===== src/rtl/dll_tx_lcrc_sched.sv =====
// Data-link-layer transmit scheduler: tags TLPs with a sequence number, waits out
// the LCRC unit latency, hands protected packets downstream and tracks the replay window.
module dll_tx_lcrc_sched #(
  parameter int TLP_WIDTH       = 128,
  parameter int LCRC_LATENCY    = 1,
  parameter int MAX_OUTSTANDING = 8
) (
  input  logic                   clk,
  input  logic                   reset,
  input  logic [TLP_WIDTH-1:0]   tlp_in,
  input  logic                   tlp_valid,
  output logic                   tlp_ready,
  output logic [TLP_WIDTH+15:0]  crc_in,
  input  logic [TLP_WIDTH+47:0]  crc_out,
  output logic [TLP_WIDTH+47:0]  tx_data,
  output logic [11:0]            tx_seq,
  output logic                   tx_valid,
  input  logic                   tx_ready,
  input  logic                   ack_valid,
  input  logic [11:0]            ack_seq,
  output logic                   ack_err,
  output logic [11:0]            outstanding,
  output logic                   busy
);

  typedef enum logic [1:0] {IDLE, WAIT, SEND} state_t;

  state_t      state, state_nxt;
  logic [11:0] next_seq;
  logic [11:0] acked_seq;
  logic [11:0] freed;
  logic [3:0]  wait_cnt;
  logic        accept;
  logic        tx_fire;
  logic        ack_ok;
  logic        ack_bad;

  // ACK distance is taken modulo 4096 so the window survives sequence wrap
  assign freed   = ack_seq - acked_seq;
  assign ack_ok  = ack_valid && (freed != '0) && (freed <= outstanding);
  assign ack_bad = ack_valid && (freed > outstanding);

  always_comb begin
    tlp_ready = (state == IDLE) && (outstanding < 12'(MAX_OUTSTANDING));
    accept    = tlp_valid && tlp_ready;
    tx_fire   = (state == SEND) && tx_valid && tx_ready;
    busy      = (state != IDLE);
  end

  always_comb begin
    state_nxt = state;
    case (state)
      IDLE:    if (accept) state_nxt = WAIT;
      WAIT:    if (wait_cnt == '0) state_nxt = SEND;
      SEND:    if (tx_fire) state_nxt = IDLE;
      default: state_nxt = IDLE;
    endcase
  end

  always_ff @(posedge clk) begin
    if (!reset) state <= IDLE;
    else        state <= state_nxt;
  end

  always_ff @(posedge clk) begin
    if (!reset) begin
      next_seq    <= '0;
      acked_seq   <= '1;
      outstanding <= '0;
      crc_in      <= '0;
      tx_data     <= '0;
      tx_seq      <= '0;
      tx_valid    <= 1'b0;
      ack_err     <= 1'b0;
      wait_cnt    <= '0;
    end else begin
      if (accept) begin
        crc_in   <= {4'b0000, next_seq, tlp_in};
        tx_seq   <= next_seq;
        wait_cnt <= 4'(LCRC_LATENCY - 1);
      end
      if (state == WAIT) begin
        if (wait_cnt == '0) begin
          tx_data  <= crc_out;
          tx_valid <= 1'b1;
        end else begin
          wait_cnt <= wait_cnt - 4'd1;
        end
      end
      if (tx_fire) begin
        tx_valid <= 1'b0;
        next_seq <= next_seq + 12'd1;
      end
      if (ack_ok) acked_seq <= ack_seq;
      // Window check used the pre-increment count; both adjustments land together
      outstanding <= outstanding + {11'd0, tx_fire} - (ack_ok ? freed : 12'd0);
      ack_err     <= ack_bad;
    end
  end

endmodule


===== config.mk =====
export PLATFORM = sky130hd
export DESIGN_NAME = dll_tx_lcrc_sched
export DESIGN_NICKNAME = d
export VERILOG_FILES = /design/src/rtl/dll_tx_lcrc_sched.sv
export SDC_FILE = /design/constraint.sdc
export NUM_CORES = 1
export LEC_CHECK = 0
export BUFFER_PORTS_ARGS = -buffer_cell sky130_fd_sc_hd__clkbuf_2
export CORE_AREA = 5 5 255 257
export CTS_CLUSTER_SIZE = 10
export DETAILED_ROUTE_END_ITERATION = 16
export DIE_AREA = 0 0 260 262
export GPL_TIMING_DRIVEN = 0
export PLACE_DENSITY = 0.56
export SLEW_MARGIN = 30
export SYNTH_ARGS = -nofsm -noshare
export SYNTH_HDL_FRONTEND = slang
export SYNTH_SLANG_ARGS = --single-unit

===== constraint.sdc =====
create_clock -name clk -period 8.25 [get_ports clk]
set_clock_uncertainty 0.1 [all_clocks]
set_input_delay 1.65 -clock clk [delete_from_list [all_inputs] [get_ports clk]]
set_output_delay 1.65 -clock clk [all_outputs]
set_load 0.01 [all_outputs]

== After elaboration in Yosys (flattened, before gate mapping) ==
Index checks and enable logic that the tools add are counted.

* Register bits: 372
* Input port bits: 321
* Output and inout bits: 348
* Logic and storage cells: 46

* $add $sub $neg: 5
* $lt $le $gt $ge: 3
* Eq/ne operators: 5
* Multiplexer cells: 8
* Bitwise operators: 1
* Reductions and logical operators: 14

{| class="wikitable"
|+ Operator list
! operator !! number
|-
| 12-bit subtractor || 2
|-
| 12-bit by 1-bit adder with 12-bit output || 1
|-
| 12-bit by 1-bit adder with 12-bit output (second input constant) || 1
|-
| 12-bit > comparator || 1
|-
| 12-bit less-or-equal comparator || 1
|-
| 12-bit by 4-bit < comparator with 1-bit output (second input constant) || 1
|-
| 12-bit two-way mux || 1
|-
| 4-bit two-way mux || 3
|-
| 12-bit nonzero test || 1
|-
| 1-bit logical AND || 7
|-
| 2-bit two-way mux || 3
|-
| 2-bit != test (second input constant) || 3
|-
| 2-bit case mux with 3 select lines || 1
|-
| 4-bit zero test || 1
|-
| 4-bit by 1-bit subtractor with 4-bit output (second input constant) || 1
|-
| 3-bit AND reduction || 1
|-
| 2-bit by 1-bit equality test with 1-bit output (second input constant) || 1
|-
| 2-bit equality test (second input constant) || 1
|-
| 2-bit zero test || 1
|-
| 2-bit AND reduction || 1
|-
| 2-bit nonzero test || 1
|-
| 2-bit OR reduction || 1
|-
| 1-bit NOT || 1
|}

== Logic depth before layout (Yosys ltp) ==
Gate-level depths: netlist of run 1.

* Word-level depth: 6
* Gate-level depth with buffers: 32
* Depth with buffers taken out: 32

== Worst setup path before layout of run 1 ==
Ideal clock, no wire load.

* Path type: input-to-reg
* Start: in ack_seq[0]
* End: reg outstanding[10]
* Library setup time: 128 ps
* Arrival time: 7051 ps
* Required time: 8022 ps
* Setup slack: 971 ps
* Stages on the path: 31
* Buffers on the path: 1
* Path through: inv_1 ha_1 fa_1 nor2b_1 o211ai_1 a21boi_1 nor4_1 nor3_1 xnor2_1 inv_1 ha_1 nand3_1 or3_1 nor3_1 o21a_1 o21ai_0 and2_4 nor2_4 buf_6 nand2_1 ha_1 fa_1 a21o_1 a21oi_1 o21bai_1 a21oi_1 o21ai_0 a21o_1 a21oi_1 xor2_1 nor2_1

* Longest elaborated chain between the ends: 6
* Elaborated cells between the ends (all ways): 7
* Those cells by class: 2 x add/sub; 1 x order compare; 1 x mux; 3 x reduce/logical

{| class="wikitable"
|+ RTL lines
! element !! line !! text
|-
| from (decl) || 20 || <nowiki>input logic [11:0] ack_seq,</nowiki>
|-
| 12-bit subtractor * || 39 || <nowiki>assign freed = ack_seq - acked_seq;</nowiki>
|-
| branches (longest 3 deep; another with 12-bit less-or-equal comparator) || - ||
|-
| 12-bit two-way mux * || 96 || <nowiki>outstanding <= outstanding + {11'd0, tx_fire} - (ack_ok ? freed : 12'd0);</nowiki>
|-
| 12-bit subtractor * || 96 ||
|-
| to (signal assigned) || 96 ||
|-
| to (decl) || 22 || <nowiki>output logic [11:0] outstanding,</nowiki>
|}

Every way passes the cells marked *.
A chain may end at the register's enable or synchronous reset.

== Worst setup path after layout of run 1 ==
Ends and elaborated chain as after synthesis.

==> results.cfg, run 1 <==
[floorplan]
die-area_um2 = 68100
fp.dieW_um = 260
io_pins = 669
core_um2 = 62500
row_count = 92
fp.dieH_um = 262
start_util = 0.224

[clocking]
clock_sinks = 360
cts_hold_buf = 0
post_cts_resized = 0
clkTransAtPathRegs_ns = 0.05
cts_tree = built
clock_latency_ns = 0.55
cts_setup_buffers = 0
numCtsBuffers = 44
cts_root_buf = clkbuf_16
clk_path_buf_depth = 3
htreeDepth = 2

[run]
cap_violations = 0

[synthesis]
syn_area_um2 = 14000
synthArstFlopShare = 0
yosysTopAreaCell = dfxtp_1
ys.flop_type = dfxtp_1
ys_seq_area_frac = 0.514
yosys_warnings = 0
synth-edff-count = 0
ys_top_cells_by_area = dfxtp_1, nand2_1, a21oi_1, ha_1, clkbuf_1
ys_seq_elements = 360
synth_top_area_share = 0.514
synth_most_common_cell = nand2_1
ys_top_cells_by_count = nand2_1, dfxtp_1, a21oi_1
post_synth.cell_area_avg_um2 = 7.85
synth_cell_types = 55
netlist_instances = 1784

[worst_setup_path]
slowest_delay_ns = 0.47
endpoint_kind = flip-flop
slowest_stage = fa_1
crit_cells = 31
required_ns = 8.58
path_class = input pin to flip-flop
r2r_slack_ns = 1.50
cp-start-kind = input pin
worst-path-buf-inv = 4
cp.arrival_ns = 8.02
timing.rr.start = acked_seq[0]
crit_path_end = outstanding[10]
crit_fanout = 10
r2r_cells = 29
r2r-end = outstanding[10]
cp_top_family = compound AO/OA/AOI/OAI gates
critPathLaunch = ack_seq[0]

[routing]
vias = 14400
drt.antenna.violating_nets = 0
wl_um = 57800
drcViolationCount = 0
drt-wirelength-per-cell_um = 17.2
firstDrtPassIters = 5
avgViaCountPerCell = 4.29
drtIter0Drc = 910

[power]
p_int_mw = 3.52
ir_drop_v = 0.000168
pwr-share-seq = 0.377
power_density_nw_per_um2 = 265
switching_power_mw = 1.70
p_leak_nw = 8.44
pwr-share-clk = 0.340
switching_share = 0.326
comb_power_share = 0.283

[timing]
maxSlewViolCount = 0
period_share = 0.932
hold_viol = 0
tightest_slew_ns = 0.889
max_freq_mhz = 130
setup_violations = 0
maxSlewHeadroom = 0.407
rsz0062_at_grt = no
finalCriticalPeriod_ns = 7.69
fin_setup_tns_ns = 0

[grt]
gr-usage-all-layers = 0.157
grt_overflow = 0
antenna_found_initial = 2
grt_pass1_wl_um = 83200
grt_start_max_net_pins = 12
grt_pass1_vias = 13800

[place]
port_buffers = 664
hpwl_um = 45700
gp_congestion = 0.878

[final_layout]
fin_util = 0.315
syn_to_final_growth_pct = 40.6
final_nets = 2867
diodes = 0
num-fill-cells = 6895
layout-drive-gt1-share = 0.303

[min_path]
min_from = crc_in[75]
min_path_type = flip-flop to flip-flop

[run_status]
status = complete, no violations
-- sequential cells by signal (all words and copies together), names as in the netlist --
signal and cells:
next_seq 12, outstanding 12, tx_valid 1, tx_data 176, acked_seq 12, tx_seq 12
ack_err 1, wait_cnt 4, state 2, crc_in 128
-- how the worst min path moves through the flow --
stage                              end  cells past startpoint
after floorplan             tx_seq[10]                      2
after global placement    tx_data[173]                      2
after detailed placement     crc_in[1]                      2
after CTS                   crc_in[75]                      2
after global routing      tx_data[144]                      2
final                       crc_in[75]                      2
-- power groups by stage --
stage	combinational (mW)	clock, mW	sequential (mW)
2_1_floorplan	0.949	0	2.03
3_3_place_gp	1.49	0	2.00
3_5_place_dp	1.48	0	2.01
4_1_cts	1.49	1.84	1.97
5_1_grt	1.66	1.90	1.98
6_report	1.48	1.78	1.97
-- through the flow --
step / worst slack, ns / power [mW] / instances / instance area (um^2) / hold slack (ns)
2_1_floorplan: 0.971 / 2.98 / 1787 / 14000 / 0.332
3_3_place_gp: 0.0208 / 3.49 / 3297 / 18400 / 0.341
3_5_place_dp: 0.106 / 3.49 / 3297 / 18400 / 0.346
4_1_cts: 0.665 / 5.30 / 3358 / 19700 / 0.353
5_1_grt: 0.179 / 5.54 / 3359 / 19700 / 0.364
6_report: 0.560 / 5.22 / 3359 / 19700 / 0.351
-- layout by cell type (no fill, tap or decap), types with 4 or more instances in the layout --
cell / Yosys / layout
nand2_1: 665 / 665
inv_1: 36 / 36
clkbuf_2: 0 / 665
ha_1: 46 / 46
or4_1: 4 / 4
o211ai_1: 6 / 6
conb_1: 1 / 4
o21ai_0: 9 / 9
xnor2_1: 15 / 15
a31oi_1: 14 / 14
clkbuf_8: 0 / 4
xor2_1: 13 / 13
clkbuf_1: 97 / 102
or3_1: 5 / 5
nor2b_1: 8 / 8
buf_4: 16 / 16
dfxtp_1: 360 / 360
nand3_1: 7 / 7
clkbuf_16: 0 / 45
o21a_1: 4 / 4
nand4_1: 7 / 7
nand2b_1: 4 / 4
buf_2: 12 / 12
nor3_1: 10 / 10
a21oi_1: 339 / 339
nor2_1: 44 / 43
and3_1: 6 / 6
o21ai_1: 13 / 13
-- cell type report --
cell class	instances	area (um^2)	share of cell area
flip-flops and latches	360	7210	0.366
multi-input cells	1260	6100	0.310
repair buffers	665	3340	0.170
clock buffers	55	1200	0.0611
well taps	846	1060	0.0538
plain buffers	130	579	0.0294
inverters	37	139	0.00705
clock inverters	6	66.3	0.00337
-- per-layer routing --
metal,vias to the layer above,part of all wire,GRT usage
met2,537,0.48,0.269
met5,-,0,0
met1,6533,0.41,0.191
li1,7244,-,-
met4,0,0.032,0.0540
met3,91,0.077,0.0416
-- cells by family after synthesis --
kind of cell / synth area share
multiplexers: 0.000804
AO/OA/AOI/OAI: 0.150
adder cells (fa/ha/maj): 0.0439
buffers and inverters: 0.0512
other: 0.000268
flip-flops: 0.514
XOR/XNOR: 0.0175
AND/OR/NAND/NOR: 0.222
-- tightest hold or removal path: cells and delay by family, from the launching register on --
kind               cells  cell delay [ns]
DFF                    1             0.30
and+or+nand+nor        1             0.05
AOI/OAI and AO/OA      1             0.05
Note: power is estimated with default switching activity, not from simulation.
==> run 2, diff against run 1 <==
- ABC_AREA: not set -> 1
- CORE_AREA: 5 5 255 257 -> 5 5 258 260
- CTS_CLUSTER_DIAMETER: not set -> 60
- DIE_AREA: 0 0 260 262 -> 0 0 263 265
==> run 2 against run 1 <==
Fmax is 21% higher. Via count increased by 4.4%. Sequential cell count unchanged. Total power is 7.6% higher. Synthesized cell count up 4.3%. Largest power group unchanged. Core utilization hardly changed.
==> results.cfg, run 2 <==
[run_status]
status = complete, no violations

[clocking]
clock_latency_ns = 0.55
clock_sinks = 360
cts_tree = built
cts_root_buf = clkbuf_16
clk_path_buf_depth = 3
cts_setup_buffers = 0
cts_hold_buf = 0
clkTransAtPathRegs_ns = 0.05
post_cts_resized = 0
htreeDepth = 2
numCtsBuffers = 46

[grt]
grt_pass1_vias = 14800
antenna_found_initial = 5
grt_pass1_wl_um = 92400
gr-usage-all-layers = 0.168
grt_start_max_net_pins = 12
grt_overflow = 0

[synthesis]
synth_top_area_share = 0.502
syn_area_um2 = 14400
netlist_instances = 1860
synth_most_common_cell = nor2_1
ys_seq_area_frac = 0.502
ys_top_cells_by_area = dfxtp_1, nor2_1, o21ai_0, a21oi_1, nand2_1
ys_top_cells_by_count = nor2_1, dfxtp_1, nand2_1
synth_cell_types = 36
synthArstFlopShare = 0
yosysTopAreaCell = dfxtp_1
ys_seq_elements = 360
post_synth.cell_area_avg_um2 = 7.72
synth-edff-count = 0
yosys_warnings = 0
ys.flop_type = dfxtp_1

[floorplan]
start_util = 0.225
fp.dieW_um = 263
io_pins = 669
die-area_um2 = 69700
core_um2 = 63900
fp.dieH_um = 265
row_count = 93

[routing]
avgViaCountPerCell = 4.37
firstDrtPassIters = 6
drtIter0Drc = 854
vias = 15000
drt.antenna.violating_nets = 0
wl_um = 62200
drt-wirelength-per-cell_um = 18.1
drcViolationCount = 0

[power]
power_density_nw_per_um2 = 279
ir_drop_v = 0.000140
p_leak_nw = 9.54

[timing]
setup_slack_ns = 1.91
setup_violations = 0
maxSlewHeadroom = 0.410
max_freq_mhz = 158
fin_setup_tns_ns = 0
hold_viol = 0
maxSlewViolCount = 0
tightest_slew_ns = 0.885
rsz0062_at_grt = no
period_share = 0.768
finalCriticalPeriod_ns = 6.34

[place]
port_buffers = 663
gp_congestion = 0.931
place_ws_ns = 1.35
hpwl_um = 49900
post_dp_cell_area_um2 = 18800

[final_layout]
final_cell_mix = clkbuf_2, nor2_1, dfxtp_1
regArea_um2 = 7210
regMostFlops = tx_data
syn_to_final_growth_pct = 40.0
reg_top3 = tx_data: 176 flops, crc_in: 128 flops
final_common_cell = clkbuf_2
layout-drive-gt1-share = 0.308
num-fill-cells = 6957
design_area_um2 = 20100
multi_input_area_um2 = 6220
final_nets = 2943
largest_reg_flops = 176

[run]
cap_violations = 0

[worst_setup_path]
path_common_cell = nand2_1
path_class = input pin to flip-flop
crit_fanout = 10
endpoint_kind = flip-flop
slowest_stage = fa_1
slowest_delay_ns = 0.45
cp-start-kind = input pin
cp.arrival_ns = 6.68
required_ns = 8.59

[min_path]
min_path_type = flip-flop to flip-flop
-- run 2: changes by cell type after synthesis, sizes merged, moves of 11 or more --
| cell | delta |
|---|---|
| nand2 | -441 |
| nor2 | +355 |
| o21ai | +181 |
| nand3 | +159 |
| a21oi | -156 |
| inv | +44 |
| a31oi | -14 |
| buf | +11 |
-- run 2: cell type report --
cell class	instances	share of cell area
Sequential cell	360	0.358
Clock inverter	9	0.00566
Tap cell	855	0.0532
Buffer	142	0.0327
Timing Repair Buffer	663	0.165
Inverter	81	0.0151
Clock buffer	52	0.0604
Antenna cell	3	0.000373
Multi-Input combinational cell	1280	0.309
-- run 2: final timing paths --
check	start	to	slack [ns]	cells past startpoint
setup / recovery	ack_seq[0]	outstanding[10]	1.91	34
hold / removal	crc_in[88]	crc_in[88]	0.36	2
setup reg to reg	acked_seq[0]	outstanding[10]	2.83	32
hold reg to reg	crc_in[88]	crc_in[88]	0.36	2
-- run 2: report_power, final --
| group | internal, mW | leakage (nW) | switching (mW) |
|---|---|---|---|
| clock network | 1.10 | 0.655 | 0.758 |
| registers | 1.90 | 2.91 | 0.0891 |
| logic | 0.669 | 5.98 | 1.11 |
| total | 3.67 | 9.54 | 1.95 |
-- run 2: cell families after synthesis --
group           share of synthesized area
xor+xnor                          0.00610
simple gates                        0.233
compound gates                      0.150
flops                               0.502
other cells                      0.000261
fa+ha+maj                          0.0429
buf+inv                            0.0668
-- run 2: critical path: cells and delay by family --
family,cells,cell delay (ns)
adders and majority gates,5,1.72
xor gates and xnor gates,1,0.23
AOI/OAI and AO/OA,7,1.08
buffers and inverters,7,0.64
and+or+nand+nor,14,1.35
-- run 2: routing by layer --
layer	routed length, um	vias to the layer above	global-route usage
met4	1390	6	0.0430
met1	25200	6881	0.196
met2	30900	507	0.303
met3	4630	93	0.0513
li1	-	7555	-
met5	33	-	0
-- run 2: metrics by stage --
step | hold slack [ns] | std cells | utilization | power (mW)
after floorplan | 0.336 | 1863 | - | 3.23
after global placement | 0.349 | 3381 | 0.294 | 3.82
after detailed placement | 0.351 | 3381 | 0.294 | 3.82
after CTS | 0.360 | 3442 | 0.315 | 5.72
after global routing | 0.374 | 3442 | 0.315 | 6.04
final | 0.359 | 3445 | 0.315 | 5.62
==> run 3, diff against run 2 <==
- clock period: 8.25 -> 6.4 ns (I/O delays scaled with it)
==> run 3 against run 2 <==
Non-clock buffer count up 1. Critical path type unchanged. Via count about the same. Sequential power up 29%. Global-route usage unchanged. Highest routed layer unchanged. Largest cell class unchanged.
==> results.cfg, run 3 (synthesis gave the netlist of run 2 again) <==
[run_status]
status = complete, no violations

[timing]
setup_violations = 0
hold_viol = 0
maxSlewHeadroom = 0.422
setup_slack_ns = 0.502
tightest_slew_ns = 0.868
fin_setup_tns_ns = 0
period_share = 0.922
maxSlewViolCount = 0
finalCriticalPeriod_ns = 5.90
max_freq_mhz = 170
rsz0062_at_grt = no

[worst_setup_path]
cp.arrival_ns = 6.24
required_ns = 6.74
r2r-end = outstanding[10]
slowest_delay_ns = 0.45
path_class = input pin to flip-flop
endpoint_kind = flip-flop
cp-start-kind = input pin
r2r_slack_ns = 1.05
critPathLaunch = ack_seq[0]
r2r_cells = 32
timing.rr.start = acked_seq[0]
slowest_stage = fa_1
path_common_cell = nand2_1
crit_fanout = 10

[power]
p_int_mw = 4.74
pwr-share-clk = 0.330
power_density_nw_per_um2 = 361
pwr-share-seq = 0.354
comb_power_share = 0.317
switching_power_mw = 2.52
switching_share = 0.347
p_leak_nw = 9.55
total_power_mw = 7.26
ir_drop_v = 0.000180

[floorplan]
row_count = 93
fp.dieH_um = 265
start_util = 0.225
core_um2 = 63900
die-area_um2 = 69700
io_pins = 669
fp.dieW_um = 263

[clocking]
clock_sinks = 360
htreeDepth = 2
numCtsBuffers = 46
cts_hold_buf = 0
clock_latency_ns = 0.55
cts_root_buf = clkbuf_16
clk_path_buf_depth = 3
clkTransAtPathRegs_ns = 0.05
cts_tree = built

[routing]
wl_um = 62200
avgViaCountPerCell = 4.36
drtIter0Drc = 802
drt.antenna.violating_nets = 0
firstDrtPassIters = 4
drcViolationCount = 0
drt-wirelength-per-cell_um = 18.0
vias = 15000

[final_layout]
final_cell_mix = clkbuf_2, nor2_1, dfxtp_1
final_common_cell = clkbuf_2
largest_reg_flops = 176
syn_to_final_growth_pct = 40.1
reg_top3 = tx_data: 176 flops, crc_in: 128 flops
regMostFlops = tx_data
final_nets = 2944
layout-drive-gt1-share = 0.309

[min_path]
min_path_type = flip-flop to flip-flop
min_from = crc_in[80]
min_to = crc_in[80]
whs_path_depth = 2

[place]
port_buffers = 663
hpwl_um = 49900
gp_congestion = 0.931
place_ws_ns = -0.133

[run]
cap_violations = 0

[grt]
grt_pass1_vias = 14800
grt_overflow = 0
grt_pass1_wl_um = 92400
gr-usage-all-layers = 0.168
antenna_found_initial = 5
grt_start_max_net_pins = 12
==> run 3: cell type report <==
cell class	instances	area [um^2]
antenna	2	5.00
buffer	142	658
clock buffer	52	1210
clock inverter	9	114
fill	6958	43800
inverter	81	304
multi-input combinational	1280	6220
sequential	360	7210
tap	855	1070
timing repair buffer	664	3330
==> run 3: worst max path at each step <==
stage,endpoint,slack (ns),cells after the start
2_1_floorplan,outstanding[10],0.60,33
3_3_place_gp,outstanding[10],-0.17,34
3_5_place_dp,outstanding[10],-0.13,34
4_1_cts,outstanding[10],0.46,34
5_1_grt,outstanding[10],0.03,35
6_report,outstanding[10],0.50,34
==> run 3: power by group through the flow <==
stage	clock network [mW]	registers [mW]	logic (mW)
after floorplan	0	2.67	1.50
after global placement	0	2.61	2.31
after detailed placement	0	2.61	2.32
after CTS	2.48	2.57	2.33
after global routing	2.57	2.59	2.64
final	2.39	2.57	2.30
==> run 3: routing by layer <==
| layer | GRT usage | share of wire | up-vias |
|---|---|---|---|
| met1 | 0.196 | 0.40 | 6859 |
| met5 | 0 | 0.00053 | - |
| met2 | 0.303 | 0.50 | 519 |
| met3 | 0.0513 | 0.076 | 95 |
| met4 | 0.0430 | 0.023 | 6 |
| li1 | - | - | 7554 |
==> run 3: per-stage QoR <==
stage          hold slack [ns]  cell area (um^2)  cells   util
5_1_grt                  0.374             20100   3443  0.315
2_1_floorplan            0.336             14400   1863      -
3_5_place_dp             0.351             18800   3381  0.294
3_3_place_gp             0.349             18800   3381  0.294
6_report                 0.357             20100   3445  0.315
4_1_cts                  0.360             20100   3442  0.315
==> run 3: critical path, delay by kind of cell <==
family / cells / cell delay, ns
fa+ha+maj: 5 / 1.72
simple gates: 14 / 1.30
compound gates: 7 / 1.07
buf+inv: 7 / 0.64
xor+xnor: 1 / 0.23
==> run 3: timing repair <==
action	4_1_cts	5_1_grt
buffers inserted	0	1
setup endpoints to repair	0	1
gates resized for setup	0	1
